**config.mk**
```make
export PLATFORM = sky130hd
export DESIGN_NAME = mult_share_arbiter
export DESIGN_NICKNAME = d
export VERILOG_FILES = /design/src/rtl/mult_share_pkg.sv /design/src/rtl/mult_share_arbiter_rr_arbiter.sv /design/src/rtl/mult_share_arbiter.sv
export SDC_FILE = /design/constraint.sdc
export NUM_CORES = 1
export LEC_CHECK = 0
export CAP_MARGIN = 10
export CORE_ASPECT_RATIO = 0.75
export CORE_MARGIN = 10
export CORE_UTILIZATION = 45
export CTS_CLUSTER_DIAMETER = 30
export DETAILED_ROUTE_END_ITERATION = 8
export GPL_ROUTABILITY_DRIVEN = 1
export PLACE_DENSITY_LB_ADDON = 0.05
export SYNTH_ARGS = -nofsm -noshare
export SYNTH_HDL_FRONTEND = slang
export SYNTH_SLANG_ARGS = --single-unit
```
**constraint.sdc**
```tcl
create_clock -name clk -period 8.2 [get_ports clk]
set_clock_uncertainty 0.1 [all_clocks]
set_input_delay 1.64 -clock clk [delete_from_list [all_inputs] [get_ports clk]]
set_output_delay 1.64 -clock clk [all_outputs]
set_load 0.005 [all_outputs]
```
**src/rtl/mult_share_pkg.sv**
```systemverilog
// Shared definitions for mult_share_arbiter: FSM state encoding, watchdog limit,
// and bit positions inside a {a_signed, b_signed} sign_mode pair.
package mult_share_pkg;

  typedef logic [1:0] state_t;

  localparam state_t StIdle  = 2'd0;
  localparam state_t StIssue = 2'd1;
  localparam state_t StWait  = 2'd2;
  localparam state_t StResp  = 2'd3;

  // Last WAIT cycle count before the watchdog gives up (6-bit counter).
  localparam logic [5:0] TIMEOUT_LIMIT = 6'd63;

  localparam int unsigned SIGN_A_BIT = 1;
  localparam int unsigned SIGN_B_BIT = 0;

endpackage

```
**src/rtl/mult_share_arbiter_rr_arbiter.sv**
```systemverilog
// Combinational round-robin arbiter: searches req starting one past last_grant
// and returns a one-hot grant plus its encoded index.
module rr_arbiter #(
  parameter int unsigned NUM_REQ = 4
) (
  input  logic [NUM_REQ-1:0]         req,
  input  logic [$clog2(NUM_REQ)-1:0] last_grant,
  output logic [NUM_REQ-1:0]         grant,
  output logic [$clog2(NUM_REQ)-1:0] grant_idx,
  output logic                       grant_valid
);

  localparam int unsigned IDX_W = $clog2(NUM_REQ);

  int unsigned w_idx;

  // First requester found after last_grant (wrapping) wins.
  always_comb begin
    grant       = '0;
    grant_idx   = '0;
    grant_valid = 1'b0;
    w_idx       = 0;
    for (int unsigned off = 1; off <= NUM_REQ; off++) begin
      w_idx = 32'(last_grant) + off;
      if (w_idx >= NUM_REQ) w_idx = w_idx - NUM_REQ;
      if (!grant_valid && req[w_idx[IDX_W-1:0]]) begin
        grant[w_idx[IDX_W-1:0]] = 1'b1;
        grant_idx               = w_idx[IDX_W-1:0];
        grant_valid             = 1'b1;
      end
    end
  end

endmodule

```
**src/rtl/mult_share_arbiter.sv**
```systemverilog
// Shares one external multiplier between NUM_REQ requesters. One operation is in
// flight at a time: accept -> issue start pulse -> wait for done -> hold response.
// Optional feature: define MULT_SHARE_TIMEOUT_EN to add a WAIT-state watchdog that
// returns an error response if the multiplier never signals done.
module mult_share_arbiter
  import mult_share_pkg::*;
#(
  parameter int unsigned NUM_REQ = 4,
  parameter int unsigned WIDTH   = 16
) (
  input  logic                         clk,
  input  logic                         rst,
  input  logic [NUM_REQ-1:0]           req_valid,
  output logic [NUM_REQ-1:0]           req_ready,
  input  logic [NUM_REQ*WIDTH-1:0]     req_a,
  input  logic [NUM_REQ*WIDTH-1:0]     req_b,
  input  logic [NUM_REQ*2-1:0]         req_sign_mode,
  output logic                         mul_start,
  output logic [WIDTH-1:0]             mul_multiplicand,
  output logic [WIDTH-1:0]             mul_multiplier,
  output logic [1:0]                   mul_sign_mode,
  input  logic [2*WIDTH-1:0]           mul_product,
  input  logic                         mul_done,
  output logic                         resp_valid,
  input  logic                         resp_ready,
  output logic [$clog2(NUM_REQ)-1:0]   resp_id,
  output logic [2*WIDTH-1:0]           resp_product,
  output logic                         resp_err
);

  localparam int unsigned IDX_W = $clog2(NUM_REQ);

  state_t             r_state;
  state_t             w_state_next;
  logic [IDX_W-1:0]   r_last_grant;
  logic [IDX_W-1:0]   r_id;
  logic [WIDTH-1:0]   r_a;
  logic [WIDTH-1:0]   r_b;
  logic [1:0]         r_sign;
  logic [2*WIDTH-1:0] r_product;

  logic [NUM_REQ-1:0] w_grant;
  logic [IDX_W-1:0]   w_grant_idx;
  logic               w_grant_valid;
  logic               w_accept;
  logic               w_timeout;
  logic [WIDTH-1:0]   w_sel_a;
  logic [WIDTH-1:0]   w_sel_b;
  logic [1:0]         w_sel_sign;

  rr_arbiter #(
    .NUM_REQ (NUM_REQ)
  ) u_rr_arbiter (
    .req         (req_valid),
    .last_grant  (r_last_grant),
    .grant       (w_grant),
    .grant_idx   (w_grant_idx),
    .grant_valid (w_grant_valid)
  );

  // Grants only exist on valid bits, so any grant in IDLE is a transfer.
  assign w_accept  = (r_state == StIdle) && w_grant_valid;
  assign req_ready = (r_state == StIdle) ? w_grant : '0;

  // Operand mux for the granted requester.
  always_comb begin
    w_sel_a    = '0;
    w_sel_b    = '0;
    w_sel_sign = '0;
    for (int i = 0; i < NUM_REQ; i++) begin
      if (w_grant[i]) begin
        w_sel_a    = req_a[i*WIDTH +: WIDTH];
        w_sel_b    = req_b[i*WIDTH +: WIDTH];
        w_sel_sign = req_sign_mode[i*2 +: 2];
      end
    end
  end

`ifdef MULT_SHARE_TIMEOUT_EN
  logic [5:0] r_wd_cnt;
  logic       r_resp_err;

  assign w_timeout = (r_wd_cnt == TIMEOUT_LIMIT);
  assign resp_err  = r_resp_err;

  // Watchdog: cleared while issuing, counts each WAIT cycle without done.
  always_ff @(posedge clk) begin
    if (rst) begin
      r_wd_cnt <= '0;
    end else if (r_state == StIssue) begin
      r_wd_cnt <= '0;
    end else if (r_state == StWait && !mul_done && !w_timeout) begin
      r_wd_cnt <= r_wd_cnt + 6'd1;
    end
  end

  // Error flag: done wins over a simultaneous timeout.
  always_ff @(posedge clk) begin
    if (rst) begin
      r_resp_err <= 1'b0;
    end else if (r_state == StWait) begin
      if (mul_done)       r_resp_err <= 1'b0;
      else if (w_timeout) r_resp_err <= 1'b1;
    end
  end
`else
  assign w_timeout = 1'b0;
  assign resp_err  = 1'b0;
`endif

  // Next-state logic; mul_done outside WAIT is ignored.
  always_comb begin
    w_state_next = r_state;
    unique case (r_state)
      StIdle:  if (w_accept) w_state_next = StIssue;
      StIssue: w_state_next = StWait;
      StWait:  if (mul_done || w_timeout) w_state_next = StResp;
      StResp:  if (resp_ready) w_state_next = StIdle;
      default: w_state_next = StIdle;
    endcase
  end

  // State register.
  always_ff @(posedge clk) begin
    if (rst) r_state <= StIdle;
    else     r_state <= w_state_next;
  end

  // Transaction latches and round-robin pointer.
  always_ff @(posedge clk) begin
    if (rst) begin
      r_last_grant <= IDX_W'(NUM_REQ - 1);
      r_id         <= '0;
      r_a          <= '0;
      r_b          <= '0;
      r_sign       <= '0;
      r_product    <= '0;
    end else begin
      if (w_accept) begin
        r_last_grant <= w_grant_idx;
        r_id         <= w_grant_idx;
        r_a          <= w_sel_a;
        r_b          <= w_sel_b;
        r_sign       <= w_sel_sign;
      end
      if (r_state == StWait) begin
        if (mul_done)       r_product <= mul_product;
        else if (w_timeout) r_product <= '0;
      end
    end
  end

  assign mul_start        = (r_state == StIssue);
  assign mul_multiplicand = r_a;
  assign mul_multiplier   = r_b;
  assign mul_sign_mode    = {r_sign[SIGN_A_BIT], r_sign[SIGN_B_BIT]};
  assign resp_valid       = (r_state == StResp);
  assign resp_id          = r_id;
  assign resp_product     = r_product;

endmodule

```
==> out/summary.txt <==
==========================================================================
Max cap viols                                                            0
Post-Route Setup TNS                                                  0 ns
Via count                                                            5,547
Post-route minimum period                                         6.576 ns
Routability congestion estimate from global placement               0.9686
Max Fanout on Critical Path                                             36
PnR Total Power                                                   2.640 mW
Leak                                                              2.610 nW
Clock H-tree levels                                                      3
NumNets Final                                                          938
Floorplan Core Area                                            0.01102 mm2
Hold depth                                                               2
DRC viols                                                                0
Clk pin slew, worst setup/hold paths                               0.06 ns
Final count of hold timing violations                                    0
Dpl cells                                                              878
Port Buffer Count                                                      249
Initial Utilization                                                 46.42%
Reg-to-reg critical path startpoint                           r_last_grant[0]
Power per Cell Area                                           337.1 mW/mm2
Critical Setup Path Class                                        in -> out
First-iteration detailed-routing DRC count                             438
Buffer cell driving the clock tree root                          clkbuf_16
Antenna violations before repair                                         1
Syn Inst Count                                                         543
Startpoint of the most critical hold path                     resp_product[0]
Top flip-flop cell by instance count after synthesis               dfxtp_1
I/O pin total                                                          251
Syn_area_per_cell                                                9.424 um2
Arr. time, crit path                                               4.84 ns
Global route overflow                                                    0
Largest net degree at the start of global routing                       42
Max Slew Vio Count                                                       0
Synthesized Nets                                                       732
Type of destination of the critical path                      primary output
Clock tree from TritonCTS                                             done
Most common cell after layout, fill and taps aside            clkdlybuf4s50_1
Detailed-route vias per instance                                     6.205
Worst min-delay path category                                   reg -> reg
Share of layout cells above drive strength 1                        17.11%
RSZ-0062 raised after global routing                                    no
Post-layout instance count excluding filler cells                      894
Number of inserted diodes                                                0
Sink Count                                                              72
Worst-case reg-to-reg path depth                                        10
Final WL                                                         20,360 um
Worst-Skew Late Latency                                            0.33 ns
Placement Rows                                                          33
Post-Synthesis Cell Area                                      0.005117 mm2
Total CTS buffers                                                        9
Via count of the first global-routing pass                           5,669
Worst min-delay path endpoint                                 resp_product[0]
Final Instance Area                                           0.007831 mm2
1st-pass router iterations                                               5
Synth-to-Final Area Change                                          53.03%
Die Span Y                                                        112.4 um
Tightest Pin Transition                                           1.195 ns
Worst setup slack for register-to-register paths                   3.95 ns
Run status                                                       completed
Period utilization                                                  80.20%
CP startpoint kind                                              input port
Setup fix buffers added after clock tree synthesis                       0
Count of cell types in the netlist                                      55
Total routing usage reported by global routing                      24.07%
Number of enable flip-flop cells after synthesis                         0
Destination of the worst register-to-register timing path     mul_multiplicand[4]
Post-synth ARST share                                                   0%
WL per Instance                                                   22.78 um
Number of setup violations in the final report                           0
Total of warnings raised by yosys                                        0
Largest vdd supply drop                                        0.0003053 V
Global-route wire length before repair                           31,640 um
Post-route worst hold slack                                      0.3540 ns
Most frequent cells in the layout                             clkdlybuf4s50_1, nand2_1, dfxtp_1
Count of antenna-violating nets left after detailed routing              0
Required time of the critical path                                 6.46 ns
Number of buffers on the longest clock path                              2
Sequential area share after synthesis                               28.17%
Horizontal extent of the die                                      143.1 um
Slew margin rel.                                                    20.31%
Highest attainable clock frequency                               152.1 MHz
Die Area                                                       0.01608 mm2
Gates resized, CTS repair                                                0
Count of state elements after synthesis                                 72
Cts-stage hold buffer count                                              0
Cell area after placement                                     0.007503 mm2
DPL Wire Length                                                  14,680 um
==========================================================================
==> state kept, by name (all words and copies together) (netlist names) <==
register and count:
r_state 2, mul_sign_mode 2, resp_product 32, r_last_grant 2
mul_multiplier 16, resp_id 2, mul_multiplicand 16
==> worst max path at each step <==
stage	start	slack (ns)	depth (start not counted)	end
after floorplan	req_valid[1]	3.04	8	req_ready[1]
after global placement	req_valid[1]	1.81	6	req_ready[3]
after detailed placement	req_valid[3]	1.69	6	req_ready[3]
after CTS	req_valid[1]	1.68	6	req_ready[3]
after global routing	req_valid[3]	1.50	6	req_ready[3]
final	req_valid[3]	1.62	6	req_ready[3]
==> routing by layer <==
layer  GRT usage (%)  share of wire [%]  wire (um)
met1           28.05                 39       7897
met2           40.06                 48       9766
met3           8.298                9.9       2013
met4           8.711                3.4        685
met5               0                  0          0
==> cells by family (layout without fill, tap and decap cells) <==
| kind of cell | count (synthesis) | after routing | share of synthesized area [%] |
|---|---|---|---|
| adders and majority gates | 13 | 13 | 3.179 |
| DFF | 72 | 72 | 28.17 |
| buffers and inverters | 74 | 285 | 8.655 |
| and+or+nand+nor | 137 | 137 | 13.89 |
| muxes | 8 | 8 | 2.176 |
| other | 1 | 1 | 0.07328 |
| AOI/OAI and AO/OA | 238 | 238 | 43.86 |
==> power breakdown <==
group          internal, mW  switching, mW  leakage, nW  total, mW
Sequential            0.428         0.0772        0.588      0.506
Combinational         0.721          0.984         1.86       1.71
Clock                 0.270          0.159        0.157      0.429
Total                  1.42           1.22         2.61       2.64
==> through the flow <==
step           setup slack (ns)  utilization [%]
3_5_place_dp              1.690            68.06
3_3_place_gp              1.808            68.06
6_report                  1.624            71.04
2_1_floorplan             3.041                -
4_1_cts                   1.677            71.04
5_1_grt                   1.497            71.04
==> synthesized netlist by cell type (11+ instances only) <==
cell type | count | share of area, %
o21ai_1 | 13 | 1.3
nand2_1 | 73 | 5.4
a32o_1 | 34 | 6.7
nor3b_1 | 36 | 5.3
nor2_1 | 11 | 0.81
a21oi_1 | 35 | 3.4
a31oi_1 | 36 | 4.4
ha_1 | 13 | 3.2
buf_2 | 18 | 1.8
dfxtp_1 | 72 | 28
o221ai_2 | 30 | 8.8
clkbuf_1 | 24 | 1.8
o21ai_2 | 24 | 4.1
a221oi_2 | 29 | 8.5
buf_6 | 15 | 3.3
==> layout make-up <==
class	count	area, um2
clock buffers	9	225.2
clock inverters	7	102.6
fillers	816	3193
inverters	8	30.03
multi-input cells	397	3274
flip-flops and latches	72	1441
well taps	140	175.2
repair buffers	261	2582
==> critical path, cell delays in order <==
cell	delay [ns]
clkdlybuf4s50_1	0.61
or3b_1	0.43
a2111oi_1	0.59
o31a_2	0.84
o21a_1	0.21
clkdlybuf4s50_1	0.51
No activity file was read; power rests on OpenSTA's default activity.
